$ cat src/rtl/mem_pkg.sv
// Shared types and helpers for the data memory: FSM state encoding,
// wait-counter width and the address range check.
package mem_pkg;

  typedef enum logic [1:0] {
    CLEAR = 2'd0,
    IDLE  = 2'd1,
    WAIT  = 2'd2,
    RESP  = 2'd3
  } mem_state_e;

  localparam int WAIT_CNT_W = 3;

  function automatic logic addr_in_range(input logic [31:0] addr, input int unsigned depth);
    return addr < depth;
  endfunction

endpackage

$ cat src/rtl/mem_array.sv
// DEPTH x DATA_W storage: one synchronous write port, one combinational
// read port, no reset (contents are cleared by the fill sequencer instead).
module mem_array #(
  parameter int DATA_W = 8,
  parameter int DEPTH  = 256,
  parameter int IDX_W  = 8
) (
  input  logic              clk,
  input  logic              we,
  input  logic [IDX_W-1:0]  waddr,
  input  logic [DATA_W-1:0] wdata,
  input  logic [IDX_W-1:0]  raddr,
  output logic [DATA_W-1:0] rdata
);

  logic [DATA_W-1:0] mem_q [DEPTH];

  always_ff @(posedge clk) begin
    if (we) begin
      mem_q[waddr] <= wdata;
    end
  end

  assign rdata = mem_q[raddr];

endmodule

$ cat src/rtl/data_memory.sv
// Single-port data memory with valid/ready request port, one-cycle response
// pulse, configurable wait states, range checking and post-reset zero fill.
//
// Handshake: a request is accepted on a rising edge where req_valid && req_ready;
// req_ready is high only in IDLE. rsp_valid is a single-cycle pulse without
// backpressure; rsp_rdata/rsp_error are meaningful only while rsp_valid is high.
module data_memory
  import mem_pkg::*;
#(
  parameter int DATA_W         = 8,
  parameter int ADDR_W         = 8,
  parameter int DEPTH          = 256,
  parameter int WAIT_STATES    = 0,
  parameter int CLEAR_ON_RESET = 1
) (
  input  logic              clk,
  input  logic              rst_n,
  input  logic              req_valid,
  output logic              req_ready,
  input  logic              req_write,
  input  logic [ADDR_W-1:0] req_addr,
  input  logic [DATA_W-1:0] req_wdata,
  output logic              rsp_valid,
  output logic [DATA_W-1:0] rsp_rdata,
  output logic              rsp_error,
  output logic              busy,
  output logic [1:0]        dbg_state
);

  localparam int IDX_W = (DEPTH > 1) ? $clog2(DEPTH) : 1;
  localparam mem_state_e RESET_STATE = (CLEAR_ON_RESET != 0) ? CLEAR : IDLE;
  localparam logic [ADDR_W-1:0] LAST_ADDR = ADDR_W'(DEPTH - 1);
  localparam logic [WAIT_CNT_W-1:0] LAST_WAIT =
    WAIT_CNT_W'((WAIT_STATES > 0) ? WAIT_STATES - 1 : 0);

  mem_state_e              state_q, state_d;
  logic [ADDR_W-1:0]       clr_cnt_q, clr_cnt_d;
  logic [WAIT_CNT_W-1:0]   wait_cnt_q, wait_cnt_d;
  logic [DATA_W-1:0]       rsp_rdata_q, rsp_rdata_d;
  logic                    rsp_error_q, rsp_error_d;

  logic                    mem_we;
  logic [IDX_W-1:0]        mem_waddr;
  logic [DATA_W-1:0]       mem_wdata;
  logic [DATA_W-1:0]       mem_rdata;
  logic                    in_range;

  assign in_range = addr_in_range(32'(req_addr), DEPTH);

  mem_array #(
    .DATA_W (DATA_W),
    .DEPTH  (DEPTH),
    .IDX_W  (IDX_W)
  ) u_mem_array (
    .clk   (clk),
    .we    (mem_we),
    .waddr (mem_waddr),
    .wdata (mem_wdata),
    .raddr (req_addr[IDX_W-1:0]),
    .rdata (mem_rdata)
  );

  always_comb begin
    state_d     = state_q;
    clr_cnt_d   = clr_cnt_q;
    wait_cnt_d  = wait_cnt_q;
    rsp_rdata_d = rsp_rdata_q;
    rsp_error_d = rsp_error_q;
    mem_we      = 1'b0;
    mem_waddr   = req_addr[IDX_W-1:0];
    mem_wdata   = req_wdata;
    case (state_q)
      CLEAR: begin
        mem_we    = 1'b1;
        mem_waddr = clr_cnt_q[IDX_W-1:0];
        mem_wdata = '0;
        if (clr_cnt_q == LAST_ADDR) begin
          clr_cnt_d = '0;
          state_d   = IDLE;
        end else begin
          clr_cnt_d = clr_cnt_q + ADDR_W'(1);
        end
      end
      IDLE: begin
        if (req_valid) begin
          // Read and write share the accept edge, so a write reports the old word.
          rsp_rdata_d = in_range ? mem_rdata : '0;
          rsp_error_d = !in_range;
          mem_we      = req_write && in_range;
          wait_cnt_d  = '0;
          state_d     = (WAIT_STATES > 0) ? WAIT : RESP;
        end
      end
      WAIT: begin
        if (wait_cnt_q == LAST_WAIT) begin
          state_d = RESP;
        end else begin
          wait_cnt_d = wait_cnt_q + WAIT_CNT_W'(1);
        end
      end
      RESP:    state_d = IDLE;
      default: state_d = RESET_STATE;
    endcase
  end

  always_ff @(posedge clk or negedge rst_n) begin
    if (!rst_n) begin
      state_q     <= RESET_STATE;
      clr_cnt_q   <= '0;
      wait_cnt_q  <= '0;
      rsp_rdata_q <= '0;
      rsp_error_q <= 1'b0;
    end else begin
      state_q     <= state_d;
      clr_cnt_q   <= clr_cnt_d;
      wait_cnt_q  <= wait_cnt_d;
      rsp_rdata_q <= rsp_rdata_d;
      rsp_error_q <= rsp_error_d;
    end
  end

  assign req_ready = (state_q == IDLE);
  assign rsp_valid = (state_q == RESP);
  assign busy      = (state_q == CLEAR);
  assign rsp_rdata = rsp_rdata_q;
  assign rsp_error = rsp_error_q;
  assign dbg_state = state_q;

endmodule
$ cat config.mk
export PLATFORM = sky130hd
export DESIGN_NAME = data_memory
export DESIGN_NICKNAME = d
export VERILOG_FILES = /design/src/rtl/mem_pkg.sv /design/src/rtl/mem_array.sv /design/src/rtl/data_memory.sv
export SDC_FILE = /design/constraint.sdc
export NUM_CORES = 2
export LEC_CHECK = 0
export BUFFER_PORTS_ARGS = -buffer_cell sky130_fd_sc_hd__buf_4
export CORE_MARGIN = 5
export CORE_UTILIZATION = 55
export CTS_BUF_LIST = sky130_fd_sc_hd__clkbuf_16
export CTS_CLUSTER_SIZE = 12
export DETAILED_ROUTE_END_ITERATION = 7
export HOLD_SLACK_MARGIN = 0.06
export PLACE_DENSITY = 0.71
export REMOVE_ABC_BUFFERS = 1
export SYNTH_ARGS = -nofsm -noshare
export SYNTH_HDL_FRONTEND = slang
export SYNTH_SLANG_ARGS = --single-unit
$ cat constraint.sdc
create_clock -name clk -period 11 [get_ports clk]
set_clock_uncertainty 0.1 [all_clocks]
set_input_delay 1.1 -clock clk [delete_from_list [all_inputs] [get_ports clk]]
set_output_delay 1.1 -clock clk [all_outputs]
set_load 0.005 [all_outputs]
# Word-level counts from Yosys, hierarchy flattened
# Memories as Yosys holds them, arrays and structs flattened. A register that Yosys moved wholly into a read port is not among the register bits.
# Cells that the tools add are included.
[totals] reg_bits=13 latch_bits=0 ramBits=2048 romBits=0 in_bits=20 output_inout_bits=14 wordCells=35 memories=1
[memory_table] name="u_mem_array.mem_q" words=256 word_bits=8 rd=1 rd_clocked_by_memory_dff=1 write_ports=1 line_no="mem_array.sv:16" text="logic [DATA_W-1:0] mem_q [DEPTH];"
[classes] add_sub_neg=2 n_mul=0 div_mod_pow=0 magnitude_cmp=0 n_eq_ne=8 shift=0 muxes=14 bitwise=0 reduce_logical=7
[op_table] op="$mux 8" count=3
[op_table] op="$add 8x1->8 const B" count=1
[op_table] op="$eq 8x8->1 const B" count=1
[op_table] op="$pmux 2 s4" count=1
[op_table] op="$mux 2" count=3
[op_table] op="$mux 3" count=2
[op_table] op="$ne 2x2->1 const B" count=3
[op_table] op="$pmux 3 s2" count=1
[op_table] op="$reduce_and 3->1" count=2
[op_table] op="$eq 2x2->1 const B" count=2
[op_table] op="$add 3x1->3 const B" count=1
[op_table] op="$logic_not 3->1" count=1
[op_table] op="$mux 1" count=3
[op_table] op="$eq 2x1->1 const B" count=1
[op_table] op="$logic_not 2->1" count=1
[op_table] op="$ne 2x1->1 const B" count=1
[op_table] op="$pmux 1 s2" count=1
[op_table] op="$reduce_and 2->1" count=1
[op_table] op="$reduce_bool 2->1" count=1
[op_table] op="$logic_not 1->1" count=1

# Logic depth before layout (Yosys ltp)
[logic_depth] ltp_word=4 depth_mapped=13

# Hierarchy
# From an unflattened synthesis, not the netlist that was laid out.
[unflattened] hier_cells=3830 hier_area_um2=80609.8
[by_module_without_submodules] mod="mem_array" n_inst=1 cells_per_inst=3725 area_per_inst_um2=79396.1 seq_area_each_um2=61499.0
[by_module_without_submodules] mod="data_memory" n_inst=1 cells_per_inst=105 area_per_inst_um2=1213.7 seq_area_each_um2=525.5

# Worst setup path before layout
# Ideal clock, no wire load.
[synth_path] kind="reg-to-reg" from="register state_q[0] (netlist: dbg_state[0])" to="memory u_mem_array.mem_q[0][0] (data pin)" arrival_time_ns=7.718 required_time_ns=9.454 slack_ns=1.735 stages_incl_launch_ff=8 n_path_buf=4 cell_sequence="dfrtp_1 inv_1 ha_1 clkbuf_1 buf_2 clkbuf_1 clkbuf_1 nor2b_1"
[synth_via] elab_chain_len=2
[synth_lines] element="start, declared" line_no="data_memory.sv:36" text="mem_state_e state_q, state_d;"
[synth_lines] element="start signal, assigned" line_no="data_memory.sv:114" text="state_q <= state_d;"
[synth_lines] element="$logic_not 2->1"
[synth_lines] element="named net busy" line_no="data_memory.sv:26" text="output logic busy,"
[synth_lines] element="$mux 8" line_no="data_memory.sv:72" text="case (state_q)"
[synth_lines] element="named net mem_wdata[0]" line_no="data_memory.sv:44" text="logic [DATA_W-1:0] mem_wdata;"
[synth_lines] element="end, declared" line_no="mem_array.sv:16"
# The timed path passes the listed nets, and every way through them passes these cells.

==> metrics.txt <==
initial core utilization 55.2%; Buffers on Ports 32; Critical path buffers and inverters 3; status finished with violations; Worst EP required about 12 ns; post-synthesis register bit count roughly 2100; hpwl dp approximately 120000 µm; static leakage roughly 0.028 µW; cell area after synthesis 81200 µm²; final worst path period need 5.44 ns; Gate Count Post-Synth about 4100; TNS Setup 0 ns; EDFF count, synth 2048; Async S/R FF share, synth 1.01%; CTS tree yes; DRT Wirelength about 210000 µm; worst path cell trace buf_8 > buf_12 > nand3b_1 > buf_4 > o22ai_1 > nor3_1 > a31oi_1 > o21ai_0 > nor4_1 > a211o_1; Clock Path Buffers 3; FMAX 184 MHz; I/O pins 34; largest net degree at the start of global routing roughly 260; CP Capture Type flop; final hold slack 0.433 ns; Rows 141; gr usage total 26.6%; worst-skew pair later-pin latency around 0.84 ns; max_cap viols 0; CP Launch Type primary input; H-tree depth 4; power density over the cells 178 nW/µm²; vias in the first global route 41066; CP max FO 129; WP data arrival roughly 6 ns; Clock transition at path regs 0.06 ns; share of cells above drive strength 1 roughly 17%; WL/cell ~34 µm; layout overhead on the synthesized area 9.42%; core footprint roughly 150000 µm²; distinct cell type count after synthesis 71; Die Y 394 µm; min-delay worst type reg -> reg; routed via count approximately 42000; worst vdd ir roughly 0.16 mV; CTS Root Cell clkbuf_16; first-pass GRT wire length between 200000 and 300000 µm; Final Hold Viols 0; Synth Warn # 0; Final Setup Violations 0; CP max-delay cell nor3_1; Max stage delay on crit path roughly 1.0 ns; critical path class in -> reg; Total Nets Final just over 4000; failing checks DRC; relative max-transition margin 4.08%; initial antenna violation count 7; Seq/Total Area, Yosys 76.4%; CTS buffer count between 200 and 250; RSZ-0062 raised after global routing no; Max Slew Vio Count 0; DRC viols 1; antenna viol nets, final 0; Top FF cell, synth edfxtp_1; Die Width 394 µm; period utilization about half; drt first pass iters 8; Worst Tran Pin Value 1.44 ns; Syn Area/Cell 20.0 µm²; Die Area 155000 µm²; via/cell ratio between 6 and 7; initial drt markers 5464; Largest delay share family, worst path simple AND/OR/NAND/NOR gates; final RePlAce weighted congestion 0.906; grt ovf 0; clk sinks around 2100
timing repair:
item	4_1_cts	5_1_grt
resized for setup	0	0
setup buffers	0	0
endpoints found under the hold margin	21	0
hold buffers	1	0
registers in the layout, indices dropped and copies added (netlist names):
signal and flops:
u_mem_array.mem_q 2048, clr_cnt_q 8, rsp_rdata 8, wait_cnt_q 3, dbg_state 2
through the flow:
| step | cell area, µm² | worst slack, ns | util (%) | cells | total power (µW) |
|---|---|---|---|---|---|
| final | 88800 | 5.56 | 60.4 | 6184 | 15800 |
| after global routing | 88800 | 5.71 | 60.4 | 6178 | 16200 |
| after CTS | 88800 | 5.89 | 60.4 | 6178 | 15800 |
| after detailed placement | 83000 | 4.98 | 56.4 | 5850 | 9730 |
| after global placement | 83000 | 4.93 | 56.4 | 5850 | 9720 |
| after floorplan | 79500 | 1.96 | - | 3809 | 9290 |
worst reg2reg max path, delay by kind of cell (launching register included):
kind                       cells  cell delay [ns]
AOI/OAI and AO/OA              1             1.05
adders and majority gates      1             0.19
buffers and inverters          3             0.94
DFF                            1             0.40
and+or+nand+nor                2             1.69
Yosys cell counts (all sizes together) (3+ instances only):
cell type | instances | area [µm²]
a2111oi | 3 | 27.5
a211o | 10 | 87.6
a211oi | 48 | 360
a21oi | 67 | 335
a221oi | 7 | 61.3
a22oi | 73 | 548
a31oi | 8 | 50.1
and2 | 8 | 50.1
buf | 166 | 1380
clkbuf | 75 | 295
dfrtp | 21 | 526
edfxtp | 2048 | 61500
ha | 7 | 87.6
inv | 17 | 63.8
mux2 | 5 | 56.3
mux2i | 310 | 3100
mux4 | 371 | 8430
nand2 | 124 | 465
nand2b | 9 | 56.3
nand3 | 56 | 280
nand3b | 5 | 41.3
nand4 | 6 | 37.5
nor2 | 283 | 1060
nor2b | 12 | 75.1
nor3 | 32 | 160
nor4 | 5 | 31.3
o2111ai | 4 | 35.0
o211ai | 6 | 45.0
o21ai | 46 | 230
o221ai | 59 | 523
o22ai | 107 | 669
o31ai | 11 | 96.3
o32ai | 11 | 141
or3 | 4 | 26.3
or3b | 3 | 26.3
cell usage in the layout (no fill, tap or decap), types with 67 or more instances in the layout:
cell       synthesis  layout
a22oi_1           73      73
o22ai_1          107     107
edfxtp_1        2048    2048
mux4_2           352     352
mux2i_1          310     310
clkbuf_16          0     204
a21oi_1           67      67
inv_1             15      86
nor2_1           283     278
nand2_1          124     123
buf_4             26     102
layer usage:
layer / part of all wire, % / global-route usage (%)
met1: 38 / 36.9
met3: 11 / 7.63
met2: 46 / 40.4
met4: 4.7 / 10.9
met5: 0.060 / 0.462
where the power goes:
group	leakage (µW)	switching, µW	internal, µW
logic	0.00636	570	273
clock network	0.00311	2850	3360
registers	0.0187	53.0	8690
total	0.0281	3470	12300
kinds of logic (layout without fill, tap and decap cells):
kind of cell,after synthesis,in the layout,share of synthesized area (%)
simple gates,553,553,2.90
flops,2069,2069,76.4
xor+xnor,3,3,0.0324
buf+inv,260,456,2.16
compound gates,473,473,4.10
mux,686,686,14.3
fa+ha+maj,7,7,0.108
other cells,1,7,0.00462
final cells by class:
class	instances	area [µm²]
flip-flops and latches	2069	62000
fillers	10230	58300
multi-input cells	1723	17500
clock buffers	204	5100
well taps	1930	2410
repair buffers	112	946
clock inverters	123	727
inverters	17	66.3
diodes	6	15.0
final timing paths:
kind	from	to	slack, ns	cells past startpoint
setup / recovery	req_addr[1]	rsp_rdata[6]$_DFFE_PN0P_	5.56	10
max in group asynchronous	rst_n	rsp_rdata[1]$_DFFE_PN0P_	9.86	2
hold reg to reg	wait_cnt_q[0]$_DFFE_PN0P_	wait_cnt_q[0]$_DFFE_PN0P_	0.43	1
min in group asynchronous	rst_n	wait_cnt_q[0]$_DFFE_PN0P_	0.62	2
hold / removal	wait_cnt_q[0]$_DFFE_PN0P_	wait_cnt_q[0]$_DFFE_PN0P_	0.43	1
setup reg to reg	dbg_state[0]$_DFFE_PN0P_	u_mem_array.mem_q[130][3]$_DFFE_PP_	6.20	7
(Power assumes the default switching activity.)
